$ cat src/rtl/uart_pkg.sv
//------------------------------------------------------------------------------
// uart_pkg -- shared UART frame definitions for the transmit and receive paths.
// Revision: 1.0
//------------------------------------------------------------------------------
`default_nettype none

package uart_pkg;

    typedef enum logic [2:0] {
        IDLE   = 3'd0,
        START  = 3'd1,
        DATA   = 3'd2,
        PARITY = 3'd3,
        STOP   = 3'd4
    } tx_state_t;

    localparam logic c_start_bit = 1'b0;
    localparam logic c_stop_bit  = 1'b1;
    localparam logic c_line_idle = 1'b1;

    function automatic int clks_per_bit(input int clk_hz, input int baud);
        return clk_hz / baud;
    endfunction

endpackage

`default_nettype wire

$ cat src/rtl/uart_baud_tick.sv
//------------------------------------------------------------------------------
// uart_baud_tick -- bit-period counter, one-cycle tick at the end of each period.
// Revision: 1.0
//------------------------------------------------------------------------------
`default_nettype none

module uart_baud_tick #(
    parameter int CLKS_PER_BIT = 10
) (
    input  logic clk_in,
    input  logic rst_in,
    input  logic restart_in,
    output logic tick_out
);

    localparam int CW = (CLKS_PER_BIT > 1) ? $clog2(CLKS_PER_BIT) : 1;
    localparam logic [CW-1:0] LAST = CW'(CLKS_PER_BIT - 1);

    logic [CW-1:0] count;

    always_ff @(posedge clk_in) begin
        if (rst_in || restart_in || count == LAST) begin
            count <= '0;
        end else begin
            count <= count + 1'b1;
        end
    end

    // A restart edge begins a fresh period, so it must never also end one.
    assign tick_out = (count == LAST) && !restart_in;

endmodule

`default_nettype wire

$ cat src/rtl/uart_tx.sv
//------------------------------------------------------------------------------
// uart_tx -- valid/ready UART transmitter: start, data LSB first, parity, stop.
// Revision: 1.0
//------------------------------------------------------------------------------
`default_nettype none

module uart_tx
    import uart_pkg::*;
#(
    parameter int CLK_HZ     = 100_000_000,
    parameter int BAUD_RATE  = 9600,
    parameter int DATA_BITS  = 8,
    parameter int PARITY_EN  = 0,
    parameter int PARITY_ODD = 0,
    parameter int STOP_BITS  = 1
) (
    input  logic                 clk_in,
    input  logic                 rst_in,
    input  logic [DATA_BITS-1:0] data_in,
    input  logic                 valid_in,
    output logic                 ready_out,
    output logic                 tx_out,
    output logic                 busy_out
);

    localparam int CLKS_PER_BIT = clks_per_bit(CLK_HZ, BAUD_RATE);
    localparam int IW = $clog2(DATA_BITS);
    localparam logic [IW-1:0] LAST_BIT  = IW'(DATA_BITS - 1);
    localparam logic [IW-1:0] LAST_STOP = IW'(STOP_BITS - 1);

    tx_state_t            state, state_nx;
    logic [DATA_BITS-1:0] shift_reg, shift_nx;
    logic [IW-1:0]        bit_idx, bit_idx_nx;
    logic                 parity_bit, parity_nx;
    logic                 tx_nx;
    logic                 accept;
    logic                 tick;

    assign ready_out = (state == IDLE);
    assign busy_out  = ~ready_out;
    assign accept    = valid_in && ready_out;

    uart_baud_tick #(
        .CLKS_PER_BIT (CLKS_PER_BIT)
    ) u_baud_tick (
        .clk_in     (clk_in),
        .rst_in     (rst_in),
        .restart_in (accept),
        .tick_out   (tick)
    );

    always_ff @(posedge clk_in) begin
        if (rst_in) begin
            state      <= IDLE;
            shift_reg  <= '0;
            bit_idx    <= '0;
            parity_bit <= 1'b0;
            tx_out     <= c_line_idle;
        end else begin
            state      <= state_nx;
            shift_reg  <= shift_nx;
            bit_idx    <= bit_idx_nx;
            parity_bit <= parity_nx;
            tx_out     <= tx_nx;
        end
    end

    // tx_out is registered, so each branch computes the level for the next cycle.
    always_comb begin
        state_nx   = state;
        shift_nx   = shift_reg;
        bit_idx_nx = bit_idx;
        parity_nx  = parity_bit;
        tx_nx      = tx_out;
        case (state)
            IDLE: begin
                tx_nx      = c_line_idle;
                bit_idx_nx = '0;
                if (valid_in) begin
                    state_nx  = START;
                    shift_nx  = data_in;
                    parity_nx = (^data_in) ^ PARITY_ODD[0];
                    tx_nx     = c_start_bit;
                end
            end
            START: begin
                if (tick) begin
                    state_nx = DATA;
                    tx_nx    = shift_reg[0];
                    shift_nx = shift_reg >> 1;
                end
            end
            DATA: begin
                if (tick) begin
                    if (bit_idx == LAST_BIT) begin
                        bit_idx_nx = '0;
                        if (PARITY_EN != 0) begin
                            state_nx = PARITY;
                            tx_nx    = parity_bit;
                        end else begin
                            state_nx = STOP;
                            tx_nx    = c_stop_bit;
                        end
                    end else begin
                        bit_idx_nx = bit_idx + 1'b1;
                        tx_nx      = shift_reg[0];
                        shift_nx   = shift_reg >> 1;
                    end
                end
            end
            PARITY: begin
                if (tick) begin
                    state_nx = STOP;
                    tx_nx    = c_stop_bit;
                end
            end
            STOP: begin
                // bit_idx is reused here to count stop-bit periods.
                if (tick) begin
                    if (bit_idx == LAST_STOP) begin
                        state_nx   = IDLE;
                        bit_idx_nx = '0;
                        tx_nx      = c_line_idle;
                    end else begin
                        bit_idx_nx = bit_idx + 1'b1;
                    end
                end
            end
            default: begin
                state_nx = IDLE;
                tx_nx    = c_line_idle;
            end
        endcase
    end

endmodule

`default_nettype wire

$ cat config.mk
export PLATFORM = sky130hd
export DESIGN_NAME = uart_tx
export DESIGN_NICKNAME = d
export VERILOG_FILES = /design/src/rtl/uart_pkg.sv /design/src/rtl/uart_baud_tick.sv /design/src/rtl/uart_tx.sv
export SDC_FILE = /design/constraint.sdc
export NUM_CORES = 1
export LEC_CHECK = 0
export CAP_MARGIN = 10
export CORE_ASPECT_RATIO = 0.75
export CORE_MARGIN = 5
export CORE_UTILIZATION = 44
export CTS_CLUSTER_DIAMETER = 200
export CTS_CLUSTER_SIZE = 8
export DETAILED_ROUTE_END_ITERATION = 16
export PLACE_DENSITY_LB_ADDON = 0.1
export SETUP_SLACK_MARGIN = 0.15
export SLEW_MARGIN = 40
export SYNTH_ARGS = -nofsm -noshare
export SYNTH_HDL_FRONTEND = slang
export SYNTH_HIERARCHICAL = 1
export SYNTH_SLANG_ARGS = --single-unit
$ cat constraint.sdc
create_clock -name clk_in -period 2.4 [get_ports clk_in]
set_input_delay 0.24 -clock clk_in [delete_from_list [all_inputs] [get_ports clk_in]]
set_output_delay 0.24 -clock clk_in [all_outputs]
set_load 0.005 [all_outputs]
Word-level counts from Yosys, hierarchy flattened
Index checks and enable logic that the tools add are counted.
{"block": "word_totals", "ramBits": 0, "romBits": 0, "elab_cells": 61, "mem_count": 0, "latch_bits": 0, "regBits": 29}
{"block": "classes", "order_cmp": 0, "n_mul": 0, "n_eq_ne": 14, "div_mod_pow": 0, "n_reduce_logical": 13, "n_addsub": 2, "n_mux": 26, "n_shift": 0, "n_bitwise": 1}
{"op": "2-to-1 mux 3 bit", "n": 11}
{"op": "2-to-1 mux 8 bit", "n": 4}
{"op": "one-hot mux 8 bit (3 select lines)", "n": 1}
{"op": "!= test 2 bit, second input constant", "n": 8}
{"op": "one-hot mux 3 bit (5 select lines)", "n": 1}
{"op": "adder 14 x 1 -> 14 bit, second input constant", "n": 1}
{"op": "equality test 14 bit, second input constant", "n": 1}
{"op": "AND reduction 5 bit", "n": 2}
{"op": "one-hot mux 3 bit (3 select lines)", "n": 1}
{"op": "2-to-1 mux 1 bit", "n": 7}
{"op": "AND reduction 7 bit", "n": 1}
{"op": "equality test 3 x 2 -> 1 bit, second input constant", "n": 2}
{"op": "equality test 3 bit, second input constant", "n": 2}
{"op": "logical NOT 3 bit", "n": 2}
{"op": "nonzero test 3 bit", "n": 2}
{"op": "one-hot mux 1 bit (5 select lines)", "n": 1}
{"op": "adder 3 x 1 -> 3 bit, second input constant", "n": 1}
{"op": "equality test 3 x 1 -> 1 bit, second input constant", "n": 1}
{"op": "AND reduction 3 bit", "n": 1}
{"op": "logical AND 1 bit", "n": 2}
{"op": "logical OR 1 bit", "n": 2}
{"op": "logical NOT 1 bit", "n": 1}
{"op": "NOT 1 bit", "n": 1}

Logic depth before layout (Yosys ltp)
Gate-level depths: netlist (run 1).
{"block": "depth", "word_depth": 6, "depth_mapped": 10, "depth_no_buf": 8}

By module
The synthesis (run 1) kept the hierarchy.
{"module": "uart_tx", "cells_per_inst": 102, "n_inst": 1, "area_per_inst_um2": 912.1, "seq_area_each_um2": 300.3}
{"module": "uart_baud_tick", "cells_per_inst": 70, "n_inst": 1, "area_per_inst_um2": 620.6, "seq_area_each_um2": 280.3}

Worst setup path after synthesis (run 1)
No wires, ideal clock.
{"block": "synth_timing", "path_type": "reg-to-reg", "startpoint": "register u_baud_tick.count[10]", "endpoint": "register shift_reg[0]", "setup_ns": 0.079, "t_arrival_ns": 2.199, "required_time_ns": 2.321, "setup_slack_ns": 0.122, "synth_period_minus_slack_ns": 2.278, "stages_incl_launch_ff": 10, "cell_sequence": "dfxtp_1 or4b_1 nor4_1 nor2b_1 buf_2 nand3b_1 a31oi_4 buf_6 nor2_1 a211oi_2"}
{"block": "synth_between", "elab_chain_len": 4, "word_cells_on_any_way": 5}
{"element": "start: declaration", "line_no": "uart_baud_tick.sv:19", "rtl": "logic [CW-1:0] count;"}
{"element": "start signal: assignment", "line_no": "uart_baud_tick.sv:25", "rtl": "count <= count + 1'b1;"}
{"element": "equality test 14 bit *", "line_no": "uart_baud_tick.sv:30", "rtl": "assign tick_out = (count == LAST) && !restart_in;"}
{"element": "logical AND 1 bit *", "line_no": "uart_baud_tick.sv:30"}
{"element": "via tick", "line_no": "uart_tx.sv:37", "rtl": "logic tick;"}
{"element": "!= test 2 bit (no source line)"}
{"element": "AND reduction 5 bit (no source line) *"}
{"element": "end signal: assignment", "line_no": "uart_tx.sv:61", "rtl": "shift_reg <= shift_nx;"}
{"element": "end: declaration", "line_no": "uart_tx.sv:32", "rtl": "logic [DATA_BITS-1:0] shift_reg, shift_nx;"}
The timed path passes the listed nets; every way through them passes the cells marked *.
A chain may end at the register's enable or synchronous reset.

Final worst setup path (run 1)
{"block": "layout_timing", "startpoint": "register u_baud_tick.count[6]", "endpoint": "register shift_reg[4]"}
Same word-level chain as after synthesis.

==> metrics.yaml, run 1 <==
outcome: "completed"
grt_busiest_layer: "met2"
syn_inst: 172
rows: 18
met3_usage_pct: 4.53
use_met1_pct: 19.2
worst_ep_arrival_time_ps: 2530
antenna_found_initial: 0
end_kind: "register"
multi_input_comb_area_um2: 885
io_buffers: 13
tightest_slew_ps: 606
slew_headroom_pct: 59.3
clock_path_buffers: 2
gp_congestion: 0.831
num_antenna_cells: 0
die_y_um: 61.1
r2r_slack_ps: 40
die_w_um: 78.2
crit_start: "u_baud_tick/count[6]"
p_int_mw: 0.807
grt_pass1_vias: 1140
slew_violations: 0
vias: 1277
layout_commonest_cell: "dfxtp_1"
switchingPower_mw: 0.249
drc: 0
fin_skew_ps: 4.00
areaGrowthSynthToFinish_pct: 27.3
hold_path_class: "register to register"
ys_seq_area_share_pct: 37.9
synth_ff_type: "dfxtp_1"
core-area_mm2: 0.00333
power.leakage_nw: 0.744
hpwl_um: 2290
p_per_area_mw_per_mm2: 541
grt_max_degree: 18
die_area_mm2: 0.00478
synth_area_leaders: "dfxtp_1 38%, nor2_1 6.4%, mux2i_1 4.6%"
cts.root.buffer_cell: "clkbuf_8"
rsz0062_at_grt: "true"
cp-start-kind: "register"
p_seq_share_pct: 48.4
viasPerCell: 5.28
clockPowerShare_pct: 37.8
synth_edf_count: 0
reg2reg_depth: 8
layout-drive-gt1-share_pct: 20.3
globalRouteOverflowTotal: 0
fmax_ghz: 0.424
final_area_mm2: 0.00195
layout_common_cells: "27 x dfxtp_1, 26 x nor2_1, 17 x buf_4"
wire_per_inst_um: 13.7
seq_area_um2: 583
post-route-min-period_ps: 2360
critical_path_class: "register to register"
met2_usage_pct: 20.6
syn_nets: 187
clkTransAtPathRegs_ps: 60
largest_reg_flops: 14
path_max_fanout: 7
ir_drop_uv: 398
initial_utilization_pct: 46.0
first_pass_iters: 4
finalSetupViolCount: 0
worstSetupEndpoint: "shift_reg[4]"
synth-seq-cells: 29
clock-sinks: 29
cts_buffers: 5
cts_hold_buf: 0
r2r-start: "u_baud_tick/count[6]"
cts_tree: "done"
share_comb_of_total_power_pct: 13.8
grt_use_total_pct: 14.0
required_ps: 2570
cts.htree.levels: 2
post-route-period-util_pct: 98.3
postPlaceCellArea_mm2: 0.00176
io-pin-count: 14
whs_ps: 484
nNetsFinal: 217
maxCapViolations: 0
netlist_area_mm2: 0.00153
ant_nets: 0
finalHoldViolCount: 0
reg2reg_to: "shift_reg[4]"
drt_wl_total_um: 3310
synth_cell_types: 40
n_fill_cell: 290
drt_iter0_drc: 99
yosysWarnings: 6
avgSynthCellArea_um2: 8.91
synth_top_area_share_pct: 37.9
yosys.area.top_type: "dfxtp_1"
swShare_pct: 23.6
grt_pass1_wl_um: 5180
worstSkewPairLatency_ps: 280
synth-async-reset-ratio_pct: 0
==> layout make-up <==
cell class	count	area share [%]
multi-input combinational	124	45.3
sequential	29	29.9
timing repair buffer	33	16.1
clock buffer	7	4.42
tap	40	2.56
inverter	9	1.73
==> synth_stat cells, drive strengths merged, types with 2 or more instances <==
master,n
dfxtp,29
nor2,26
buf,9
inv,9
nand2,9
xnor2,9
a211oi,8
nor3,8
mux2i,7
nand2b,7
a21oi,6
ha,4
nand4,4
xor2,4
a31oi,3
nand3,3
o21ai,3
maj3,2
nand4bb,2
nor2b,2
nor4,2
or3,2
or4b,2
==> metrics by stage <==
stage / TNS (ps) / instances / worst slack [ps] / utilization [%] / power, mW
floorplan: 0 / 172 / 165 / - / 0.605
global placement: 0 / 229 / 131 / 52.7 / 0.646
CTS: 0 / 240 / 97.7 / 56.6 / 1.06
global route: -361 / 242 / -48.1 / 58.6 / 1.11
detailed placement: -253 / 229 / -44.1 / 52.7 / 0.649
finish: 0 / 242 / 40.3 / 58.6 / 1.06
==> what timing repair did <==
action / in CTS / in global routing
endpoints found under the hold margin: 0 / 0
setup endpoints to repair: 11 / 11
cloned: 0 / 1
pin swaps: 0 / 5
gates resized for setup: 3 / 8
buffers inserted: 4 / 1
==> cell families after synthesis <==
group	count (synthesis)	synth area share, %
fa+ha+maj	6	4.57
buf+inv	19	6.94
flops	29	37.9
mux	7	4.57
xor+xnor	13	7.92
simple gates	71	24.1
compound gates	27	14.0
==> worst min path at each step <==
stage                                     from                    to  slack, ps  cells after the start
after detailed placement          shift_reg[7]          shift_reg[7]        470                      2
final                             shift_reg[7]          shift_reg[7]        480                      2
after global placement    u_baud_tick/count[0]  u_baud_tick/count[0]        460                      1
after global routing              shift_reg[1]          shift_reg[1]        520                      2
after floorplan                         rst_in          shift_reg[1]        310                      1
after CTS                         shift_reg[7]          shift_reg[7]        490                      2
==> power groups by stage <==
stage | sequential [mW] | combinational [mW] | clock (mW)
2_1_floorplan | 0.518 | 0.0863 | 0
3_3_place_gp | 0.520 | 0.126 | 0
3_5_place_dp | 0.521 | 0.129 | 0
4_1_cts | 0.510 | 0.138 | 0.408
5_1_grt | 0.513 | 0.159 | 0.440
6_report | 0.511 | 0.146 | 0.399
==> worst max-delay path, cell delays in order, from the launching register on <==
cell	delay (ps)
dfxtp_2	340
or4b_4	530
nor4_4	300
nor2b_4	240
nand4bb_1	180
a31oi_4	310
clkbuf_16	200
buf_4	110
a211oi_1	50
==> per-layer routing <==
metal	vias to the layer above	routed length, µm
met5	-	0
met4	0	27
met3	5	135
met2	21	1460
met1	591	1690
li1	660	-
Note: power is estimated with default switching activity, not from simulation.
==> run 2, diff against run 1 <==
- CORE_UTILIZATION: 44 -> 25
==> metrics.yaml, run 2 (same netlist as run 1, synthesis figures left out) <==
power_mw: 1.07
cts.htree.levels: 2
first_pass_iters: 4
worstSkewPairLatency_ps: 280
worst_ep_arrival_time_ps: 2430
cts_buffers: 5
p_per_area_mw_per_mm2: 514
critical_path_class: "register to register"
viasPerCell: 4.62
switchingPower_mw: 0.284
p_seq_share_pct: 48.0
post-route-min-period_ps: 2260
finalSetupViolCount: 0
maxCapViolations: 0
die_area_mm2: 0.00781
clock-sinks: 29
wire_per_inst_um: 12.7
cts.root.buffer_cell: "clkbuf_8"
p_int_mw: 0.783
vias: 1318
die_w_um: 100
end_kind: "register"
finalHoldViolCount: 0
ir_drop_uv: 205
core-area_mm2: 0.00589
slew_violations: 0
share_comb_of_total_power_pct: 14.4
grt_pass1_wl_um: 5780
post-route-period-util_pct: 94.3
cp-start-kind: "register"
n_fill_cell: 631
io-pin-count: 14
antenna_found_initial: 0
cts_tree: "done"
grt_max_degree: 18
die_y_um: 77.8
initial_utilization_pct: 26.0
largest_reg_flops: 14
multi_input_comb_area_um2: 917
grt_pass1_vias: 1206
required_ps: 2570
hpwl_um: 2480
rows: 24
path_max_fanout: 7
layout-drive-gt1-share_pct: 28.0
utilization_pct: 35.3
tightest_slew_ps: 603
num_antenna_cells: 0
nNetsFinal: 221
clockPowerShare_pct: 37.6
power.leakage_nw: 0.778
dp_slack_ps: -11.2
areaGrowthSynthToFinish_pct: 35.4
globalRouteOverflowTotal: 0
layout_commonest_cell: "dfxtp_1"
clkTransAtPathRegs_ps: 70
grt_use_total_pct: 9.44
clock_path_buffers: 2
hold_path_class: "register to register"
drt_wl_total_um: 3610
layout_common_cells: "27 x dfxtp_1, 22 x nor2_1, 17 x buf_4"
io_buffers: 13
outcome: "completed"
ant_nets: 0
rsz0062_at_grt: "true"
layout_setup_ws_ps: 136
drt_iter0_drc: 48
seq_area_um2: 583
fmax_ghz: 0.442
fin_skew_ps: 5.30
drc: 0
swShare_pct: 26.6
gp_congestion: 0.737
slew_headroom_pct: 59.6
run 2: cell count changes in the layout (fill, tap and decap cells not counted), moves of 2 or more:
cell / before / now
maj3_2: 0 / 2
nor2_2: 0 / 4
nor2_1: 26 / 22
clkinv_2: 0 / 2
maj3_1: 2 / 0
buf_6: 1 / 4
run 2: repair_timing:
item | CTS | global route
pin swaps | 6 | 11
setup endpoints to repair | 11 | 11
hold buffers | 0 | 0
buffers inserted | 5 | 3
resized for setup | 17 | 11
run 2: final timing paths:
| check | slack (ps) | cells past startpoint | end | from |
|---|---|---|---|---|
| setup / recovery | 140 | 9 | shift_reg[5] | u_baud_tick/count[9] |
| hold / removal | 480 | 1 | u_baud_tick/count[0] | u_baud_tick/count[0] |
| setup reg to reg | 140 | 9 | shift_reg[5] | u_baud_tick/count[9] |
| hold reg to reg | 480 | 1 | u_baud_tick/count[0] | u_baud_tick/count[0] |
run 2: layout make-up:
| type | instances | share of cell area [%] |
|---|---|---|
| multi-input cells | 124 | 44.2 |
| flip-flops and latches | 29 | 28.1 |
| repair buffers | 37 | 17.2 |
| well taps | 78 | 4.70 |
| clock buffers | 5 | 3.32 |
| inverters | 9 | 1.63 |
| clock inverters | 3 | 0.844 |
run 2: metal layers:
layer / global-route usage, % / wire (µm)
met3: 2.96 / 132
met2: 14.0 / 1590
met5: 0 / 0
met1: 12.4 / 1860
met4: 4.44 / 27
run 2: worst max-delay path: stages (launching register included):
cell and delay (ps):
dfxtp_2 320, or4b_4 540, nor4_4 280, nor2b_4 220, nand4bb_1 160, a31oi_4 210
buf_12 150, buf_8 120, buf_6 90, a211oi_2 40
run 2: power by group through the flow:
stage	clock network (mW)	logic (mW)	registers (mW)
global route	0.439	0.168	0.514
finish	0.401	0.154	0.512
CTS	0.418	0.151	0.512
global placement	0	0.128	0.521
floorplan	0	0.0863	0.518
detailed placement	0	0.130	0.522
run 2: per-stage QoR:
step | cell area (µm²) | hold WS [ps] | instances | TNS [ps]
3_3_place_gp | 1820 | 458 | 269 | 0
2_1_floorplan | 1540 | 313 | 172 | 0
6_report | 2080 | 475 | 285 | 0
3_5_place_dp | 1820 | 463 | 269 | -11.2
5_1_grt | 2080 | 506 | 285 | 0
4_1_cts | 2020 | 480 | 282 | 0
